<file path="src/rtl/noc_injection_arbiter.sv">
// Packet-atomic round-robin injection arbiter for one NoC router input port.
// It holds a per-packet lock and tracks downstream credits, and its output stage is registered.
module noc_injection_arbiter #(
  parameter int NUM_REQ           = 4,
  parameter int FLIT_WIDTH        = 256,
  parameter int DEST_WIDTH        = 3,
  parameter int FLIT_BUFFER_DEPTH = 2
) (
  input  logic                                 clk,
  input  logic                                 rst,
  input  logic [NUM_REQ*FLIT_WIDTH-1:0]        req_data,
  input  logic [NUM_REQ*DEST_WIDTH-1:0]        req_dest,
  input  logic [NUM_REQ-1:0]                   req_is_tail,
  input  logic [NUM_REQ-1:0]                   req_valid,
  output logic [NUM_REQ-1:0]                   req_ready,
  output logic [FLIT_WIDTH-1:0]                data_out,
  output logic [DEST_WIDTH-1:0]                dest_out,
  output logic                                 is_tail_out,
  output logic                                 send_out,
  input  logic                                 credit_in,
  output logic [$clog2(FLIT_BUFFER_DEPTH):0]   credit_count,
  output logic                                 locked,
  output logic [$clog2(NUM_REQ)-1:0]           owner,
  output logic                                 credit_err
);

  localparam int OW = $clog2(NUM_REQ);
  localparam int CW = $clog2(FLIT_BUFFER_DEPTH) + 1;
  localparam logic [CW-1:0] DEPTH_C = CW'(FLIT_BUFFER_DEPTH);
  localparam logic [OW-1:0] LAST_C  = OW'(NUM_REQ - 1);

  typedef enum logic {IDLE, LOCKED} state_e;

  state_e                 state_q, state_d;
  logic [OW-1:0]          owner_q, owner_d, rr_ptr_q, rr_ptr_d;
  logic [CW-1:0]          credit_q, credit_d;
  logic                   credit_err_q, credit_err_d;
  logic                   send_q, send_d, tail_q, tail_d;
  logic [FLIT_WIDTH-1:0]  data_q, data_d;
  logic [DEST_WIDTH-1:0]  dest_q, dest_d;

  logic [OW-1:0]          winner, grant_idx;
  logic                   found, grant_en, fire, fire_tail;
  logic [FLIT_WIDTH-1:0]  data_arr [NUM_REQ];
  logic [DEST_WIDTH-1:0]  dest_arr [NUM_REQ];

  for (genvar gi = 0; gi < NUM_REQ; gi++) begin : g_unpack
    assign data_arr[gi] = req_data[gi*FLIT_WIDTH +: FLIT_WIDTH];
    assign dest_arr[gi] = req_dest[gi*DEST_WIDTH +: DEST_WIDTH];
  end

  function automatic logic [OW-1:0] next_idx(input logic [OW-1:0] p);
    return (p == LAST_C) ? '0 : p + 1'b1;
  endfunction

  // Rotating priority search starting at rr_ptr_q.
  always_comb begin
    int            idx;
    logic [OW-1:0] idx_t;
    found  = 1'b0;
    winner = '0;
    idx    = 0;
    idx_t  = '0;
    for (int i = 0; i < NUM_REQ; i++) begin
      idx = int'(rr_ptr_q) + i;
      if (idx >= NUM_REQ) idx = idx - NUM_REQ;
      idx_t = OW'(idx);
      if (!found && req_valid[idx_t]) begin
        found  = 1'b1;
        winner = idx_t;
      end
    end
  end

  // While locked the owner keeps the grant even with valid low, so bubbles never reopen arbitration.
  always_comb begin
    grant_idx = (state_q == LOCKED) ? owner_q : winner;
    grant_en  = ((state_q == LOCKED) || found) && (credit_q != '0);
    req_ready = '0;
    if (grant_en) req_ready[grant_idx] = 1'b1;
    fire      = grant_en && req_valid[grant_idx];
    fire_tail = req_is_tail[grant_idx];
  end

  always_comb begin
    state_d      = state_q;
    owner_d      = owner_q;
    rr_ptr_d     = rr_ptr_q;
    send_d       = fire;
    data_d       = data_q;
    tail_d       = 1'b0;
    dest_d       = dest_q;
    credit_d     = credit_q;
    credit_err_d = credit_err_q;

    if (fire) begin
      data_d = data_arr[grant_idx];
      tail_d = fire_tail;
    end

    case (state_q)
      IDLE: begin
        if (fire) begin
          owner_d = winner;
          dest_d  = dest_arr[winner];
          if (fire_tail) rr_ptr_d = next_idx(winner);
          else           state_d  = LOCKED;
        end
      end
      LOCKED: begin
        if (fire && fire_tail) begin
          state_d  = IDLE;
          rr_ptr_d = next_idx(owner_q);
        end
      end
      default: state_d = IDLE;
    endcase

    // A returned credit with a full count indicates a protocol error upstream.
    if (credit_in && !fire) begin
      if (credit_q == DEPTH_C) credit_err_d = 1'b1;
      else                     credit_d     = credit_q + 1'b1;
    end else if (!credit_in && fire) begin
      credit_d = credit_q - 1'b1;
    end
  end

  always_ff @(posedge clk or posedge rst) begin
    if (rst) begin
      state_q      <= IDLE;
      owner_q      <= '0;
      rr_ptr_q     <= '0;
      credit_q     <= DEPTH_C;
      credit_err_q <= 1'b0;
      send_q       <= 1'b0;
      tail_q       <= 1'b0;
      data_q       <= '0;
      dest_q       <= '0;
    end else begin
      state_q      <= state_d;
      owner_q      <= owner_d;
      rr_ptr_q     <= rr_ptr_d;
      credit_q     <= credit_d;
      credit_err_q <= credit_err_d;
      send_q       <= send_d;
      tail_q       <= tail_d;
      data_q       <= data_d;
      dest_q       <= dest_d;
    end
  end

  assign data_out     = data_q;
  assign dest_out     = dest_q;
  assign is_tail_out  = tail_q;
  assign send_out     = send_q;
  assign credit_count = credit_q;
  assign locked       = (state_q == LOCKED);
  assign owner        = owner_q;
  assign credit_err   = credit_err_q;

endmodule

</file>
<file path="config.mk">
export PLATFORM = sky130hd
export DESIGN_NAME = noc_injection_arbiter
export DESIGN_NICKNAME = d
export VERILOG_FILES = /design/src/rtl/noc_injection_arbiter.sv
export SDC_FILE = /design/constraint.sdc
export NUM_CORES = 1
export LEC_CHECK = 0
export BUFFER_PORTS_ARGS = -buffer_cell sky130_fd_sc_hd__buf_2
export CAP_MARGIN = 20
export CORE_AREA = 2 2 511 513
export CTS_CLUSTER_DIAMETER = 120
export DETAILED_ROUTE_END_ITERATION = 7
export DIE_AREA = 0 0 513 515
export GPL_TIMING_DRIVEN = 0
export SLEW_MARGIN = 5
export SYNTH_ARGS = -nofsm -noshare
export SYNTH_HDL_FRONTEND = slang
export SYNTH_SLANG_ARGS = --single-unit
</file>
<file path="constraint.sdc">
create_clock -name clk -period 10.19 [get_ports clk]
set_clock_uncertainty 0.15 [all_clocks]
set_input_delay 1.019 -clock clk [delete_from_list [all_inputs] [get_ports clk]]
set_output_delay 1.019 -clock clk [all_outputs]
set_load 0.05 [all_outputs]
</file>
# [Word level (Yosys, flattened, before mapping)]
# Index checks and enable logic that the tools add are counted.
# Widths: inputs -> output; s select.
[totals] ff_bits=269 mem_bits_rw=0 latchBits=0 word_cells=111 output_inout_bits=271 inputBits=1047 n_memories=0 rom_bits=0
[op_classes] div_mod_pow=0 reduce_logical=21 n_bitwise=3 multipliers=0 n_shift=0 order_cmp=12 n_eq_ne=7 muxes=48 n_addsub=11
[op_table] cell="$bmux 256 s2" count=1
[op_table] cell="$mux 256" count=2
[op_table] cell="$mux 2" count=17
[op_table] cell="$ge 3x3->1 const B" count=5
[op_table] cell="$lt 2x3->1 const B" count=5
[op_table] cell="$mux 1" count=15
[op_table] cell="$bmux 1 s2" count=6
[op_table] cell="$sub 2x1->2 const B" count=5
[op_table] cell="$logic_and 1x1->1" count=9
[op_table] cell="$add 2x1->2 const B" count=3
[op_table] cell="$add 2x2->3 const B" count=2
[op_table] cell="$bmux 3 s2" count=1
[op_table] cell="$eq 2x2->1 const B" count=3
[op_table] cell="$mux 3" count=2
[op_table] cell="$ne 2x2->1 const B" count=3
[op_table] cell="$not 2->3" count=2
[op_table] cell="$reduce_and 2->1" count=3
[op_table] cell="$logic_not 1->1" count=5
[op_table] cell="$mux 4" count=1
[op_table] cell="$pmux 2 s2" count=1
[op_table] cell="$reduce_bool 2->1" count=2
[op_table] cell="$add 2x1->3 const B" count=1
[op_table] cell="$ge 2x3->1 const B" count=1
[op_table] cell="$reduce_and 3->1" count=1
[op_table] cell="6 further kinds" count=6

# [Longest topological paths before layout]
[depth] depth_word=22 ltp_mapped=9 mapped_depth_nobuf=7

# [Least setup slack after synthesis]
# OpenSTA, ideal clock, no wires.
[synth_path] path_kind="in2out" startpoint="in req_valid[2]" endpoint="out req_ready[1]" path_slack_ps=6271 arrival_ps=2750 path_stages=7 required_time_ps=9021 n_path_buf=2 cell_sequence="nand2b_1 a21oi_1 o41ai_4 buf_2 buf_4 nand2_1 nor2_1"
[synth_via] elab_chain_len=18 word_cells_on_any_way=31 classes_between="order compare (2); mux (20); reduce/logical (9)"
[synth_lines] element="start: declaration" line_no="14" text="input logic [NUM_REQ-1:0] req_valid,"
[synth_lines] element="$bmux 1 s2" line_no="68" text="if (!found && req_valid[idx_t]) begin"
[synth_lines] element="$mux 1 (not written as such)" line_no="68"
[synth_lines] element="$mux 1" line_no="68"
[synth_lines] element="$logic_not 1->1" line_no="68"
[synth_lines] element="$logic_and 1x1->1" line_no="68"
[synth_lines] element="$mux 1" line_no="68"
[synth_lines] element="$logic_not 1->1" line_no="68"
[synth_lines] element="$logic_and 1x1->1" line_no="68"
[synth_lines] element="(+2 left out)"
[synth_lines] element="$logic_and 1x1->1" line_no="68"
[synth_lines] element="$mux 2" line_no="68"
[synth_lines] element="$mux 2" line_no="77" text="grant_idx = (state_q == LOCKED) ? owner_q : winner;"
[synth_lines] element="$lt 2x3->1 (not written as such) / $ge 2x1->1 (equally long branches)" line_no="80" text="if (grant_en) req_ready[grant_idx] = 1'b1;"
[synth_lines] element="$logic_and 1x1->1 (not written as such)" line_no="80"
[synth_lines] element="$mux 1 (not written as such)" line_no="80"
[synth_lines] element="$demux 1 s2" line_no="80"
[synth_lines] element="$mux 4 (*)" line_no="80"
[synth_lines] element="end: declaration" line_no="15" text="output logic [NUM_REQ-1:0] req_ready,"
# Mark *: on every way between the ends. The rest lies on a longest branch, timed or not. The select of a mux whose other input is x is not followed.

# [Worst setup path after layout]
[layout_path] startpoint="reg rr_ptr_q[1]" endpoint="out req_ready[3]"
[layout_via] elab_chain_len=20 word_cells_on_any_way=46 classes_between="add/sub (7); order compare (6); mux (24); reduce/logical (9)"
[layout_lines] element="start: declaration" line_no="35" text="logic [OW-1:0] owner_q, owner_d, rr_ptr_q, rr_ptr_d;"
[layout_lines] element="start signal: assignment" line_no="142" text="rr_ptr_q <= rr_ptr_d;"
[layout_lines] element="parallel branches: the longest is 19 deep, another holds $add 2x1->3"
[layout_lines] element="$mux 4 (*)" line_no="80"
# Mark *: on every way between the ends. The select of a mux whose other input is x is not followed.

==> results.py <==
metrics = {
    "status": {
        "status": "complete, no violations",
    },
    "place": {
        "placed_area_sq_um": 27400,
        "dp.cells": 5668,
        "gp_congestion": 0.989,
        "hpwl_um": 224000,
        "portBuffers": 1317,
    },
    "synth": {
        "yosysSeqAreaShare_pct": 40.8,
        "syn_area_per_cell_sq_um": 17.5,
        "synthesis.nets": 1992,
        "ys_types": 35,
        "ys_warn_count": 0,
        "synth-seq-cells": 269,
        "netlist_area_sq_um": 16500,
        "postSynthCellCount": 945,
    },
    "job": {
        "maxCapViolations": 0,
    },
    "worst_setup_path": {
        "crit_path_start_kind": "register",
        "crit_path_frequent_cell": "buf_2",
        "crit_chain": "nand2b_1 > a21oi_1 > o41ai_4 > buf_8 > buf_2 > buf_4 > nand2_1 > nor2_1 > buf_2",
        "timing.rr.start": "rr_ptr_q[1]",
        "crit_type": "register to output port",
        "crit_arrival_ps": 3840,
        "timing.critical_path.required_ps": 9020,
        "cp_max_fo": 12,
        "worstSetupEndpointType": "output port",
        "r2r_setup_slack_ps": 5950,
        "max_stage_delay_ps": 790,
        "cpLargestDelayFamily": "buffers and inverters",
        "r2r_end": "data_out[210]",
        "cp.buffers_inverters": 4,
        "crit_path_top_delay_cell": "o41ai_4",
        "r2r_cells": 8,
    },
    "die": {
        "start_util_pct": 6.38,
        "dieArea_sq_um": 264000,
        "die_height_um": 515,
        "rows": 187,
        "core_area_sq_um": 259000,
        "fp.dieW_um": 513,
        "pin_count": 1318,
    },
    "clocking": {
        "clk_pin_slew_ps": 50,
        "clock_sinks": 269,
        "h-tree-depth": 2,
        "clock_latency_ps": 670,
        "cts_tree": "done",
        "clockBufferDepth": 3,
        "numCtsBuffers": 43,
        "cts_hold_buf": 0,
        "cts_resized": 0,
        "cts_setup_buffers": 0,
        "clockRootBuffer": "clkbuf_16",
    },
    "cells_and_area": {
        "syn_to_final_growth_pct": 79.4,
        "fin_area_sq_um": 29600,
        "drive_gt1_share_pct": 85.2,
        "nNetsFinal": 3358,
        "fillers": 29600,
        "final_cells": 6034,
    },
    "sta": {
        "worst_pin_slew_ps": 1100,
        "min_period_over_period_pct": 49.2,
        "clock.fmax_ghz": 0.200,
        "grt_setup_unrepaired": "no",
        "hold_viol": 0,
        "maxSlewHeadroom_pct": 26.5,
        "layout_min_cycle_time_ps": 5010,
        "setup_viol": 0,
        "fin_hold_ws_ps": 310,
        "drv_slew": 0,
    },
    "pwr": {
        "power_density_nw_per_um2": 395,
        "ir_worst_vdd_v": 0.000179,
        "power.leakage_nw": 12.3,
    },
    "global_route": {
        "track_usage_pct": 17.7,
        "grt_pass1_vias": 18600,
        "antenna_found_initial": 534,
        "grt_max_degree": 98,
        "grt.overflow.total": 0,
        "grt_pass1_wl_um": 281000,
    },
    "detailed_routing": {
        "vias": 20100,
        "drtIter0Drc": 1671,
        "postRouteAntennaNets": 0,
        "wl_per_cell_um": 40.4,
        "drc": 0,
        "firstDrtPassIters": 6,
        "totalWireLength_um": 244000,
        "vias_per_cell": 3.32,
    },
    "min_path": {
        "min_path_cells": 1,
        "min_to": "credit_err",
        "hold_path_class": "register to register",
        "worstHoldStart": "credit_err",
    },
}
-- layout make-up --
cell class,count,area [sq um],share of cell area (%)
Clock inverter,24,264,0.892
Multi-Input combinational cell,582,9180,31.0
Tap cell,3402,4260,14.4
Buffer,87,562,1.90
Timing Repair Buffer,1321,6680,22.6
Sequential cell,269,6730,22.7
Inverter,7,33.8,0.114
Clock buffer,55,1180,3.99
Antenna cell,287,718,2.43
-- worst max-delay path by stage --
stage          slack [ps]         start           end  depth (start not counted)
5_1_grt              4930   rr_ptr_q[1]  req_ready[3]                          9
6_report             5180   rr_ptr_q[1]  req_ready[3]                          9
2_1_floorplan        1610           rst     async pin                          1
3_5_place_dp         5050  req_valid[2]  req_ready[3]                         10
3_3_place_gp        -3480           rst  data_out[29]                          2
4_1_cts              4880   rr_ptr_q[1]  req_ready[3]                          9
-- cells in the mapped netlist --
master / count / area share [%]
nor2_1: 12 / 0.27
or2_2: 2 / 0.076
o31ai_1: 1 / 0.046
buf_2: 52 / 1.6
o41ai_4: 1 / 0.17
o311ai_2: 1 / 0.099
o22ai_1: 1 / 0.038
nand2_1: 7 / 0.16
inv_1: 6 / 0.14
inv_2: 1 / 0.023
nand2b_1: 2 / 0.076
o22a_1: 1 / 0.053
mux4_2: 257 / 35
or2_1: 1 / 0.038
dfstp_2: 1 / 0.16
nor3_2: 1 / 0.061
or3_1: 1 / 0.038
mux2_2: 261 / 18
o2bb2ai_1: 1 / 0.053
and2_1: 1 / 0.038
clkbuf_1: 12 / 0.27
a21oi_1: 3 / 0.091
a41o_1: 1 / 0.061
buf_6: 22 / 1.5
buf_4: 1 / 0.046
nand3_1: 1 / 0.030
a21boi_0: 2 / 0.091
o22ai_2: 1 / 0.076
o21ai_0: 4 / 0.12
dfrtp_1: 268 / 41
mux2i_1: 14 / 0.85
nand4b_1: 1 / 0.053
a31oi_1: 1 / 0.038
and3_1: 2 / 0.076
nor3_1: 1 / 0.030
-- report_power, final --
part / leakage (nW) / switching [mW] / internal [mW] / total (mW)
clock: 0.707 / 0.716 / 0.887 / 1.60
combinational: 8.40 / 5.27 / 2.82 / 8.09
sequential: 3.14 / 0.319 / 1.67 / 1.98
-- per-layer routing --
| layer | track usage [%] | wire, um | vias to the layer above |
|---|---|---|---|
| met5 | 1.55 | 2140 | - |
| met4 | 8.78 | 16600 | 320 |
| met3 | 16.2 | 52100 | 1011 |
| met2 | 25.4 | 97000 | 2295 |
| met1 | 17.0 | 75700 | 9387 |
| li1 | - | - | 7043 |
-- cells in the final DEF, fill, tap and decap left out, drive strengths merged, types with 4 or more instances in the layout --
cell type  count
buf         1396
diode        287
dfrtp        268
mux2         261
mux4         257
clkbuf        67
inv           16
mux2i         14
nor2          12
clkinv        10
nand2          7
o21ai          4
-- flip-flops by register name (all words and copies together), names as in the netlist, named ones only --
| register | cells |
|---|---|
| data_out | 256 |
| send_out | 1 |
| credit_count | 2 |
| dest_out | 3 |
| is_tail_out | 1 |
| credit_err | 1 |
| owner | 2 |
| rr_ptr_q | 2 |
-- per-stage QoR --
stage               setup WS [ps]  utilization [%]  TNS [ps]  total power [mW]
floorplan                    1610                -         0              7.17
global placement            -3480             10.6   -893850              10.0
detailed placement           5050             10.6         0              10.2
CTS                          4880             11.2         0              11.9
global route                 4930             11.3         0              12.1
finish                       5180             11.4         0              11.7
-- kinds of logic (layout without fill, tap and decap cells) --
kind of cell    after synthesis  count (layout)  synth area share [%]
simple gates                 32              32                 0.948
other cells                   0             287                     0
flops                       269             269                  40.8
mux                         532             532                  53.8
compound gates               18              18                 0.933
buf+inv                      94            1494                  3.56
(Power assumes the default switching activity.)
